**config.mk**
```make
export PLATFORM = sky130hd
export DESIGN_NAME = bus_fetch_sequencer
export DESIGN_NICKNAME = d
export VERILOG_FILES = /design/src/rtl/bus_fetch_sequencer.sv
export SDC_FILE = /design/constraint.sdc
export NUM_CORES = 1
export LEC_CHECK = 0
export BUFFER_PORTS_ARGS = -buffer_cell sky130_fd_sc_hd__buf_2
export CAP_MARGIN = 10
export CORE_AREA = 2 2 122 124
export CTS_CLUSTER_SIZE = 16
export DETAILED_ROUTE_END_ITERATION = 10
export DIE_AREA = 0 0 124 126
export PLACE_DENSITY = 0.85
export SLEW_MARGIN = 10
export SYNTH_ARGS = -nofsm -noshare
export SYNTH_HDL_FRONTEND = slang
export SYNTH_SLANG_ARGS = --single-unit
```
**constraint.sdc**
```tcl
create_clock -name clk -period 8.65 [get_ports clk]
set_clock_uncertainty 0.1 [all_clocks]
set_input_delay 1.73 -clock clk [delete_from_list [all_inputs] [get_ports clk]]
set_output_delay 1.73 -clock clk [all_outputs]
set_load 0.02 [all_outputs]
```
**src/rtl/bus_fetch_sequencer.sv**
```systemverilog
// Multi-cycle fetch/execute sequencer for the bus-interface CPU.
// Owns the PC, the instruction register and the Avalon-style master port.
// Each instruction walks FETCH -> EXEC1 -> EXEC2, with MIPS branch-delay-slot
// PC update, and the sequencer parks in HALTED once the PC reaches HALT_ADDR.
//
// Bus handshake: a transfer is presented by holding read or write high with
// a stable address and byteenable.
//   - While waitrequest is high, the transfer stays pending and every bus
//     output is held.
//   - A transfer completes on the first rising edge where the strobe is high
//     and waitrequest is low. Read data is sampled on that same edge.
//   - read and write are never high together.
//   - Both strobes are forced low in any cycle where reset is high.
module bus_fetch_sequencer #(
  parameter logic [31:0] RESET_VECTOR = 32'hBFC00000,
  parameter logic [31:0] HALT_ADDR    = 32'h00000000
) (
  input  logic        clk,
  input  logic        reset,
  input  logic        waitrequest,
  input  logic [31:0] readdata,
  input  logic        mem_read,
  input  logic        mem_write,
  input  logic [31:0] data_addr,
  input  logic [3:0]  data_byteenable,
  input  logic        jump_taken,
  input  logic [31:0] jump_target,
  output logic [31:0] address,
  output logic        read,
  output logic        write,
  output logic [3:0]  byteenable,
  output logic [2:0]  state,
  output logic [31:0] instr,
  output logic [5:0]  opcode,
  output logic [5:0]  funct,
  output logic [4:0]  rt,
  output logic [31:0] pc,
  output logic [31:0] mem_data,
  output logic        active
);

  localparam logic [2:0] S_FETCH  = 3'd0;
  localparam logic [2:0] S_EXEC1  = 3'd1;
  localparam logic [2:0] S_EXEC2  = 3'd2;
  localparam logic [2:0] S_HALTED = 3'd3;

  logic [2:0]  state_q;
  logic [2:0]  state_n;
  logic [31:0] pc_q;
  logic [31:0] instr_q;
  logic [31:0] mem_data_q;
  logic        jt_q;
  logic [31:0] tgt_q;
  logic        pending_q;
  logic [31:0] pend_tgt_q;
  logic        active_q;

  // Decoded data-access intent during EXEC1; a store wins over a load.
  logic        data_wr;
  logic        data_rd;
  logic        data_access;
  logic [31:0] pc_upd;
  logic        pc_upd_halts;

  assign data_wr      = (state_q == S_EXEC1) && mem_write;
  assign data_rd      = (state_q == S_EXEC1) && mem_read && !mem_write;
  assign data_access  = data_wr || data_rd;

  // PC after the EXEC2 update: a pending delay-slot target takes priority.
  assign pc_upd       = pending_q ? pend_tgt_q : (pc_q + 32'd4);
  assign pc_upd_halts = (pc_upd == HALT_ADDR);

  // State register.
  always_ff @(posedge clk) begin
    if (reset) begin
      state_q <= S_FETCH;
    end else begin
      state_q <= state_n;
    end
  end

  // Next-state logic; unused encodings 4..7 fall into HALTED.
  always_comb begin
    state_n = S_HALTED;
    case (state_q)
      S_FETCH: begin
        state_n = waitrequest ? S_FETCH : S_EXEC1;
      end
      S_EXEC1: begin
        if (data_access && waitrequest) begin
          state_n = S_EXEC1;
        end else begin
          state_n = S_EXEC2;
        end
      end
      S_EXEC2: begin
        state_n = pc_upd_halts ? S_HALTED : S_FETCH;
      end
      default: begin
        state_n = S_HALTED;
      end
    endcase
  end

  // Bus outputs decoded from the current state and the control inputs.
  always_comb begin
    read       = 1'b0;
    write      = 1'b0;
    address    = pc_q;
    byteenable = 4'h0;
    case (state_q)
      S_FETCH: begin
        read       = 1'b1;
        address    = pc_q;
        byteenable = 4'hF;
      end
      S_EXEC1: begin
        if (data_wr) begin
          write      = 1'b1;
          address    = data_addr;
          byteenable = data_byteenable;
        end else if (data_rd) begin
          read       = 1'b1;
          address    = data_addr;
          byteenable = data_byteenable;
        end
      end
      S_EXEC2: begin
        address = pc_q;
      end
      default: begin
        address = 32'h0;
      end
    endcase
    if (reset) begin
      read  = 1'b0;
      write = 1'b0;
    end
  end

  // Instruction register, data latch, jump capture and PC sequencing.
  always_ff @(posedge clk) begin
    if (reset) begin
      pc_q       <= RESET_VECTOR;
      instr_q    <= 32'h0;
      mem_data_q <= 32'h0;
      jt_q       <= 1'b0;
      tgt_q      <= 32'h0;
      pending_q  <= 1'b0;
      pend_tgt_q <= 32'h0;
      active_q   <= 1'b1;
    end else begin
      case (state_q)
        S_FETCH: begin
          // The bus is little-endian; swap the byte lanes to get the big-endian word.
          if (!waitrequest) begin
            instr_q <= {readdata[7:0], readdata[15:8],
                        readdata[23:16], readdata[31:24]};
          end
        end
        S_EXEC1: begin
          jt_q  <= jump_taken;
          tgt_q <= jump_target;
          if (data_rd && !waitrequest) begin
            mem_data_q <= readdata;
          end
        end
        S_EXEC2: begin
          pc_q <= pc_upd;
          // A jump found here redirects the instruction after the delay slot.
          // The pending flag is re-armed after it has been consumed above, so a
          // jump sitting in a delay slot chains correctly.
          pending_q <= jt_q;
          if (jt_q) begin
            pend_tgt_q <= tgt_q;
          end
          if (pc_upd_halts) begin
            active_q <= 1'b0;
          end
        end
        default: begin
          active_q <= 1'b0;
        end
      endcase
    end
  end

  assign state    = state_q;
  assign instr    = instr_q;
  assign opcode   = instr_q[31:26];
  assign funct    = instr_q[5:0];
  assign rt       = instr_q[20:16];
  assign pc       = pc_q;
  assign mem_data = mem_data_q;
  assign active   = active_q;

endmodule

```
==> impl_metrics.csv, run 1 <==
group,metric,value,unit
outcome,status,"complete, no violations",
cts,cts.sinks,165,
cts,cts_setup_buffers,0,
detailed_routing,antenna_left,0,
power,power.internal,1310,uW
synthesis,synth_nets,1140,
setup_path,slowest_delay,0.68,ns
sta,drv_slew,0,
finish,multi_input_area,0.00390,mm^2
synthesis,ys_ff_latch,165,
floorplan,io_pins,261,
sta,tightest_slew,1.17,ns
detailed_routing,wirelength,23200,um
floorplan,die_h,126,um
synthesis,synth_seq_area_share,0.429,
setup_path,required,6.82,ns
placement,place.gp.congestion,1.01,
setup_path,ff2ff_path_depth,7,
cts,clock_latency,0.42,ns
run,drv_cap,0,
cts,cts_buffers,17,
finish,drive_above_1_share,0.256,
sta,final_hold_viol_count,0,
setup_path,cp_num_buf_inv,3,
sta,slew_headroom,0.217,
synthesis,synth-compound-area-share,0.223,
power,seqPwrFrac,0.454,
synthesis,synth.area.mux_share,0.00260,
power,finalPower,1790,uW
synthesis,synth_fa_ha_area_frac,0.00162,
setup_path,cp_cell_sequence,"buf_2, nor2_1, nor2_2, buf_4, o21ai_4, a22o_1, buf_2",
detailed_routing,via_count,8101,
synthesis,syn_avg_cell_area,7.46,um^2
power,clock_power_share,0.423,
setup_path,cp.arrival,3.38,ns
finish,final-seq-area,0.00330,mm^2
detailed_routing,drt-initial-drc-count,893,
cts,hold_buffers,0,
global_routing,grt_max_degree,87,
cts,cts-root-buf,"clkbuf_16",
finish,fillers,1248,
cts,cts_tree,"done",
detailed_routing,via_per_inst,5.77,
global_routing,grt_pass1_wl,36000,um
global_routing,grt_pass1_vias,7186,
sta,setup_viol,0,
synthesis,synth_edf_count,0,
synthesis,async_reset_ff_frac,0,
finish,diodes,0,
synthesis,yosys.area_share.xor_xnor,0.00569,
power,power.density,191,mW/mm^2
floorplan,core_area,0.0143,mm^2
synthesis,syn_area,0.00770,mm^2
power,total_switching_power,478,uW
global_routing,groute.usage.overall,0.291,
setup_path,critPathSlowestCell,"o21ai_4",
sta,rsz0062_at_grt,"false",
synthesis,yosys.area.top_type,"dfxtp_1",
setup_path,criticalPathCategory,"in2out",
synthesis,synthTopCellsByArea,"dfxtp_1, nand2_1, a21oi_1",
synthesis,syn_inst,1033,
finish,final_common_cell,"nand2_1",
sta,post-route-period-util,0.603,
synthesis,synth_top_area_share,0.429,
synthesis,synth_top_family_by_area,"simple AND/OR/NAND/NOR gates",
global_routing,antenna_found_initial,0,
cts,cts_buffer_depth,2,
finish,fin_nets,1316,
setup_path,path_max_fanout,38,
floorplan,std_cell_rows,44,
sta,setup_tns,0,ns
placement,dp_hpwl,16100,um
setup_path,path_delay_family,"compound AO/OA/AOI/OAI gates",
power,comb_power_share,0.123,
finish,syn2layout_area_growth,22.0,%
setup_path,endpoint_kind,"output pin",
power,p_sw_frac,0.267,
placement,port_buffers,259,
synthesis,yosys_warnings,0,
global_routing,grt-ovfl-total,0,
power,vdd_drop_max,0.000132,V
cts,ctsResizeCount,0,
setup_path,cp_common_cell,"buf_2",
sta,period_needed,5.21,ns
cts,h-tree-depth,4,
detailed_routing,drc_errors,0,
cts,clkTransAtPathRegs,0.06,ns
synthesis,synth_ff_type,"dfxtp_1",
hold_path,holdPathStages,2,
sta,max_freq,192,MHz
setup_path,cp-start-kind,"input port",
finish,layout_common_cells,"nand2_1, buf_2, dfxtp_1, a21oi_1, nor2_1",
detailed_routing,wl_per_cell,16.5,um
power,p_leak,0.00388,uW
setup_path,cp_num_cells,7,
hold_path,hold_class,"reg2reg",
floorplan,die_area,0.0156,mm^2
synthesis,synth-simple-area-share,0.269,
floorplan,initial_utilization,0.538,
floorplan,die_w,124,um
detailed_routing,dr.pass1.iters,5,
synthesis,yosysUniqueCellTypes,60,
[registers in the layout, summed over array words and instances, names as in the netlist]
name / flops
instr: 32
mem_data: 32
pc: 32
pend_tgt_q: 32
tgt_q: 32
state: 2
active: 1
jt_q: 1
pending_q: 1
[tightest hold or removal path, delay by kind of cell (launching register included)]
kind	cells	cell delay, ns
flops	1	0.30
simple gates	1	0.05
compound gates	1	0.05
[worst paths after layout]
check                     from            to  slack, ns
setup reg to reg     pending_q        active       4.90
setup / recovery     mem_write   address[29]       3.44
hold / removal    mem_data[14]  mem_data[14]       0.35
hold reg to reg   mem_data[14]  mem_data[14]       0.35
[metal layers]
| layer | GRT usage | routed length (um) |
|---|---|---|
| met3 | 0.0480 | 1970 |
| met4 | 0.112 | 614 |
| met5 | 0 | 0 |
| met1 | 0.403 | 9850 |
| met2 | 0.452 | 10700 |
[stage by stage]
step                area, um^2  utilization  std cells  setup slack (ns)  hold WS (ns)
detailed placement        8800        0.615       1374              3.11         0.342
CTS                       9390        0.656       1404              3.11         0.350
global route              9400        0.657       1404              3.31         0.368
global placement          8800        0.615       1374              3.18         0.339
finish                    9400        0.657       1404              3.44         0.349
floorplan                 7700            -       1033              3.93         0.331
[power by group through the flow]
stage / combinational (uW) / sequential (uW) / clock (uW)
after floorplan: 133 / 837 / 0
final: 220 / 813 / 759
after CTS: 219 / 812 / 763
after global placement: 216 / 828 / 0
after detailed placement: 218 / 829 / 0
after global routing: 242 / 816 / 799
[cells in the mapped netlist, drive strengths merged (3+ instances only)]
cell type and count:
nand2 318, dfxtp 165, a21oi 159, clkbuf 71
buf 40, nor2 36, a22o 32, o21ai 21
nand3 16, nand4 14, nor4 14, nor3 13
o31ai 11, and4 9, nand2b 9, and3 8
o211ai 7, or3 7, or4 7, a221oi 6
a22oi 6, and2 5, a211oi 4, nor2b 4
o22ai 4, o31a 4, inv 3, nor4b 3
o21a 3, xnor2 3
[logic make-up after synthesis]
kind of cell / count (synthesis)
AO/OA/AOI/OAI: 278
XOR/XNOR: 5
adder cells (fa/ha/maj): 1
buffers and inverters: 114
flip-flops: 165
multiplexers: 2
other: 1
AND/OR/NAND/NOR: 467
[area by class of cell]
class / count / area share
sequential: 165 / 0.351
clock buffer: 21 / 0.0501
timing repair buffer: 268 / 0.145
multi-input combinational: 754 / 0.415
tap: 184 / 0.0245
inverter: 3 / 0.00120
clock inverter: 9 / 0.0128
Note: power is estimated with default switching activity, not from simulation.
==> run 2: changes to the inputs <==
--- a/config.mk
+++ b/config.mk
@@ -7,11 +7,11 @@
 export LEC_CHECK = 0
 export BUFFER_PORTS_ARGS = -buffer_cell sky130_fd_sc_hd__buf_2
 export CAP_MARGIN = 10
-export CORE_AREA = 2 2 122 124
+export CORE_AREA = 2 2 126 128
 export CTS_CLUSTER_SIZE = 16
 export DETAILED_ROUTE_END_ITERATION = 10
-export DIE_AREA = 0 0 124 126
-export PLACE_DENSITY = 0.85
+export DIE_AREA = 0 0 128 130
+export PLACE_DENSITY = 0.8
 export SLEW_MARGIN = 10
 export SYNTH_ARGS = -nofsm -noshare
 export SYNTH_HDL_FRONTEND = slang
==> constraint.sdc (replaced) <==
create_clock -name clk -period 5.1 [get_ports clk]
set_clock_uncertainty 0.1 [all_clocks]
set_input_delay 1.02 -clock clk [delete_from_list [all_inputs] [get_ports clk]]
set_output_delay 1.02 -clock clk [all_outputs]
set_load 0.02 [all_outputs]
==> impl_metrics.csv, run 2 (same netlist as run 1, synthesis figures left out) <==
group,metric,value,unit
outcome,status,"complete, no violations",
hold_path,hp-start,"tgt_q[13]",
setup_path,cp-start-kind,"flop",
cts,h-tree-depth,4,
setup_path,criticalPathCategory,"reg2out",
cts,cts.sinks,165,
setup_path,reg2reg_from,"pc[2]",
finish,multi_input_area,0.00389,mm^2
detailed_routing,dr.pass1.iters,5,
cts,clkTransAtPathRegs,0.06,ns
finish,diodes,0,
placement,place.gp.congestion,0.951,
placement,port_buffers,259,
finish,fin_util,0.610,
floorplan,io_pins,261,
detailed_routing,via_count,8143,
sta,tightest_slew,1.23,ns
setup_path,rrSetupSlack,1.63,ns
power,vdd_drop_max,0.000214,V
hold_path,holdPathStages,2,
sta,slew_headroom,0.183,
cts,cts_buffers,17,
finish,fin_nets,1319,
placement,dp_hpwl,16600,um
global_routing,grt_pass1_wl,35900,um
placement,dp.cells,1385,
detailed_routing,wirelength,23700,um
sta,drv_slew,0,
global_routing,grt_max_degree,97,
floorplan,die_area,0.0166,mm^2
sta,rsz0062_at_grt,"false",
setup_path,endpoint_kind,"output pin",
floorplan,initial_utilization,0.499,
cts,cts_buffer_depth,2,
placement,place_area,0.00883,mm^2
cts,hold_buffers,0,
detailed_routing,via_per_inst,5.75,
setup_path,ff2ff_path_depth,8,
global_routing,antenna_found_initial,0,
power,p_leak,0.00389,uW
cts,cts_tree,"done",
detailed_routing,antenna_left,0,
global_routing,groute.usage.overall,0.272,
sta,final_hold_viol_count,0,
sta,setup_viol,0,
run,drv_cap,0,
power,power.density,318,mW/mm^2
setup_path,required,3.98,ns
floorplan,die_h,130,um
detailed_routing,drc_errors,0,
cts,ctsResizeCount,0,
global_routing,grt_pass1_vias,7049,
sta,setup_tns,0,ns
hold_path,hold_class,"reg2reg",
setup_path,cp.arrival,2.86,ns
detailed_routing,wl_per_cell,16.7,um
floorplan,die_w,128,um
detailed_routing,drt-initial-drc-count,765,
setup_path,path_max_fanout,38,
cts,clock_latency,0.43,ns
cts,cts-root-buf,"clkbuf_16",
power,finalPower,2990,uW
cts,cts_setup_buffers,0,
finish,syn2layout_area_growth,22.1,%
setup_path,r2r-end,"active",
sta,max_freq,251,MHz
finish,drive_above_1_share,0.260,
finish,final_common_cell,"nand2_1",
finish,final_cell_area,0.00940,mm^2
finish,final_cells,1417,
floorplan,core_area,0.0154,mm^2
floorplan,std_cell_rows,46,
finish,layout_common_cells,"nand2_1, buf_2, dfxtp_1, a21oi_1, nor2_1",
global_routing,grt-ovfl-total,0,
sta,period_needed,3.98,ns
hold_path,min_to,"pend_tgt_q[13]",
finish,final-seq-area,0.00330,mm^2
finish,fillers,1428,
sta,post-route-period-util,0.780,
run 2: cell types whose count changed in the layout (fill, tap and decap cells not counted):
cell / change
clkinvlp_4: -1
o21ai_4: -1
clkinv_4: +1
buf_4: +3
o21ai_2: +1
clkbuf_1: -1
bufinv_16: -1
inv_6: +3
clkinv_2: +3
clkbuf_8: -3
inv_8: +1
run 2: where the power goes:
part	switching [uW]	internal [uW]
logic	240	136
registers	45.7	1330
clock network	557	683
run 2: cell type report:
type                       count  share of cell area
multi-input combinational    754               0.414
clock buffer                  17              0.0452
inverter                       3             0.00120
sequential                   165               0.351
tap                          192              0.0256
timing repair buffer         271               0.148
clock inverter                15              0.0153
run 2: worst max path at each step:
stage                         from             to  slack [ns]  cells after the start
final                     state[1]    address[13]        1.12                      8
after CTS                 state[1]    address[13]        1.11                      8
after global placement    mem_read    address[13]        1.53                      8
after global routing      state[1]    address[13]        0.93                      8
after detailed placement     reset         active        1.51                      8
after floorplan           mem_read  byteenable[0]        1.80                      6
run 2: per-layer routing:
layer	GRT usage	wire, um	part of all wire	vias up
met3	0.0582	1920	0.081	43
met1	0.372	10300	0.44	3753
met2	0.425	10900	0.46	409
met4	0.101	528	0.022	0
met5	0	0	0	-
li1	-	-	-	3938
run 2: metrics by stage:
stage	setup WS, ns	hold WS [ns]
floorplan	1.80	0.331
global placement	1.53	0.338
detailed placement	1.51	0.342
CTS	1.11	0.351
global route	0.933	0.365
finish	1.12	0.352
run 2: critical path: stages, from the launching register on:
cell and delay [ns]:
dfxtp_1 0.67, nand2b_1 0.18, buf_4 0.36, nor2_2 0.07, buf_4 0.25, o21ai_2 0.15, buf_4 0.33, a22o_1 0.23
buf_2 0.18
==> run 3: changes to the inputs <==
==> constraint.sdc (replaced) <==
create_clock -name clk -period 3.7 [get_ports clk]
set_clock_uncertainty 0.1 [all_clocks]
set_input_delay 0.74 -clock clk [delete_from_list [all_inputs] [get_ports clk]]
set_output_delay 0.74 -clock clk [all_outputs]
set_load 0.02 [all_outputs]
==> impl_metrics.csv, run 3 (same netlist as run 1, synthesis figures left out) <==
group,metric,value,unit
power,power.density,441,mW/mm^2
cts,ctsResizeCount,0,
sta,max_freq,314,MHz
detailed_routing,drc_errors,0,
setup_path,endpoint_kind,"flop",
floorplan,die_w,128,um
cts,clock_latency,0.42,ns
setup_path,cp.arrival,3.40,ns
hold_path,min_to,"pend_tgt_q[24]",
cts,clkTransAtPathRegs,0.06,ns
placement,place.gp.congestion,0.966,
hold_path,holdPathStages,2,
finish,drive_above_1_share,0.269,
cts,cts_setup_buffers,0,
floorplan,initial_utilization,0.499,
detailed_routing,drt-initial-drc-count,681,
setup_path,path_max_fanout,12,
placement,port_buffers,259,
setup_path,rrSetupSlack,0.51,ns
floorplan,std_cell_rows,46,
cts,cts_buffer_depth,2,
detailed_routing,wirelength,24100,um
sta,slew_headroom,0.280,
floorplan,io_pins,261,
finish,syn2layout_area_growth,24.1,%
hold_path,hp-start,"tgt_q[24]",
sta,setup_viol,0,
cts,hold_buffers,0,
run,drv_cap,0,
setup_path,ff2ff_path_depth,8,
sta,drv_slew,0,
global_routing,grt_pass1_wl,36900,um
finish,diodes,0,
sta,post-route-period-util,0.861,
cts,h-tree-depth,4,
setup_path,cp-start-kind,"flop",
power,vdd_drop_max,0.000317,V
setup_path,r2r-end,"active",
finish,final_common_cell,"nand2_1",
floorplan,die_h,130,um
sta,final_hold_viol_count,0,
placement,dp_hpwl,17200,um
cts,cts_tree,"done",
sta,setup_slack,0.514,ns
outcome,status,"complete, no violations",
setup_path,reg2reg_from,"pc[2]",
finish,fin_nets,1336,
global_routing,grt_max_degree,88,
cts,cts-root-buf,"clkbuf_16",
finish,layout_common_cells,"nand2_1, buf_2, dfxtp_1, a21oi_1, nor2_1",
detailed_routing,via_count,8046,
finish,fin_util,0.620,
detailed_routing,via_per_inst,5.61,
floorplan,die_area,0.0166,mm^2
global_routing,grt_pass1_vias,7023,
global_routing,grt-ovfl-total,0,
global_routing,groute.usage.overall,0.278,
power,p_leak,0.00399,uW
detailed_routing,wl_per_cell,16.8,um
placement,pre_cts_ws,0.540,ns
cts,cts.sinks,165,
sta,tightest_slew,1.08,ns
global_routing,antenna_found_initial,0,
hold_path,hold_class,"reg2reg",
detailed_routing,dr.pass1.iters,5,
sta,setup_tns,0,ns
power,finalPower,4220,uW
cts,cts_buffers,17,
detailed_routing,antenna_left,0,
sta,rsz0062_at_grt,"false",
sta,period_needed,3.19,ns
setup_path,criticalPathCategory,"reg2reg",
floorplan,core_area,0.0154,mm^2
setup_path,required,3.91,ns
[run 3: final cells by class]
type / count / area (um^2)
fillers: 1454 / 5870
multi-input cells: 754 / 3890
flip-flops and latches: 165 / 3300
repair buffers: 288 / 1520
clock buffers: 20 / 457
well taps: 192 / 240
clock inverters: 12 / 143
inverters: 3 / 11.3
[run 3: layer usage]
layer  up-vias  GRT usage  wire length (um)
met5         -          0                 0
met4         0     0.0756               378
met2       371      0.433             10900
met3        35     0.0513              1920
li1       3964          -                 -
met1      3676      0.399             10900
[run 3: stage by stage]
step	instances	hold WS [ns]	instance area, um^2
3_5_place_dp	1402	0.342	8960
4_1_cts	1434	0.348	9560
3_3_place_gp	1402	0.338	8960
2_1_floorplan	1033	0.331	7700
5_1_grt	1434	0.356	9560
6_report	1434	0.348	9560
[run 3: worst max path at each step]
stage                from      to  slack [ns]  cells after the start
floorplan           pc[3]  active        0.80                      8
global placement    pc[2]  active        0.63                      8
detailed placement  pc[2]  active        0.54                      8
CTS                 pc[2]  active        0.52                      8
global route        pc[2]  active        0.29                      8
finish              pc[2]  active        0.51                      8
[run 3: critical path: stages (launching register included)]
cell and delay [ns]:
dfxtp_1 0.55, ha_1 0.31, or4b_1 0.47, a2bb2oi_1 0.14
a2111oi_0 0.41, and4bb_2 0.29, nand4_1 0.10, or4_4 0.54
a21boi_1 0.15
[run 3: report_power, final]
group          internal (uW)  switching [uW]  leakage, uW
Clock                   1040             749     0.000291
Combinational            194             341      0.00236
Sequential              1840            52.7      0.00134
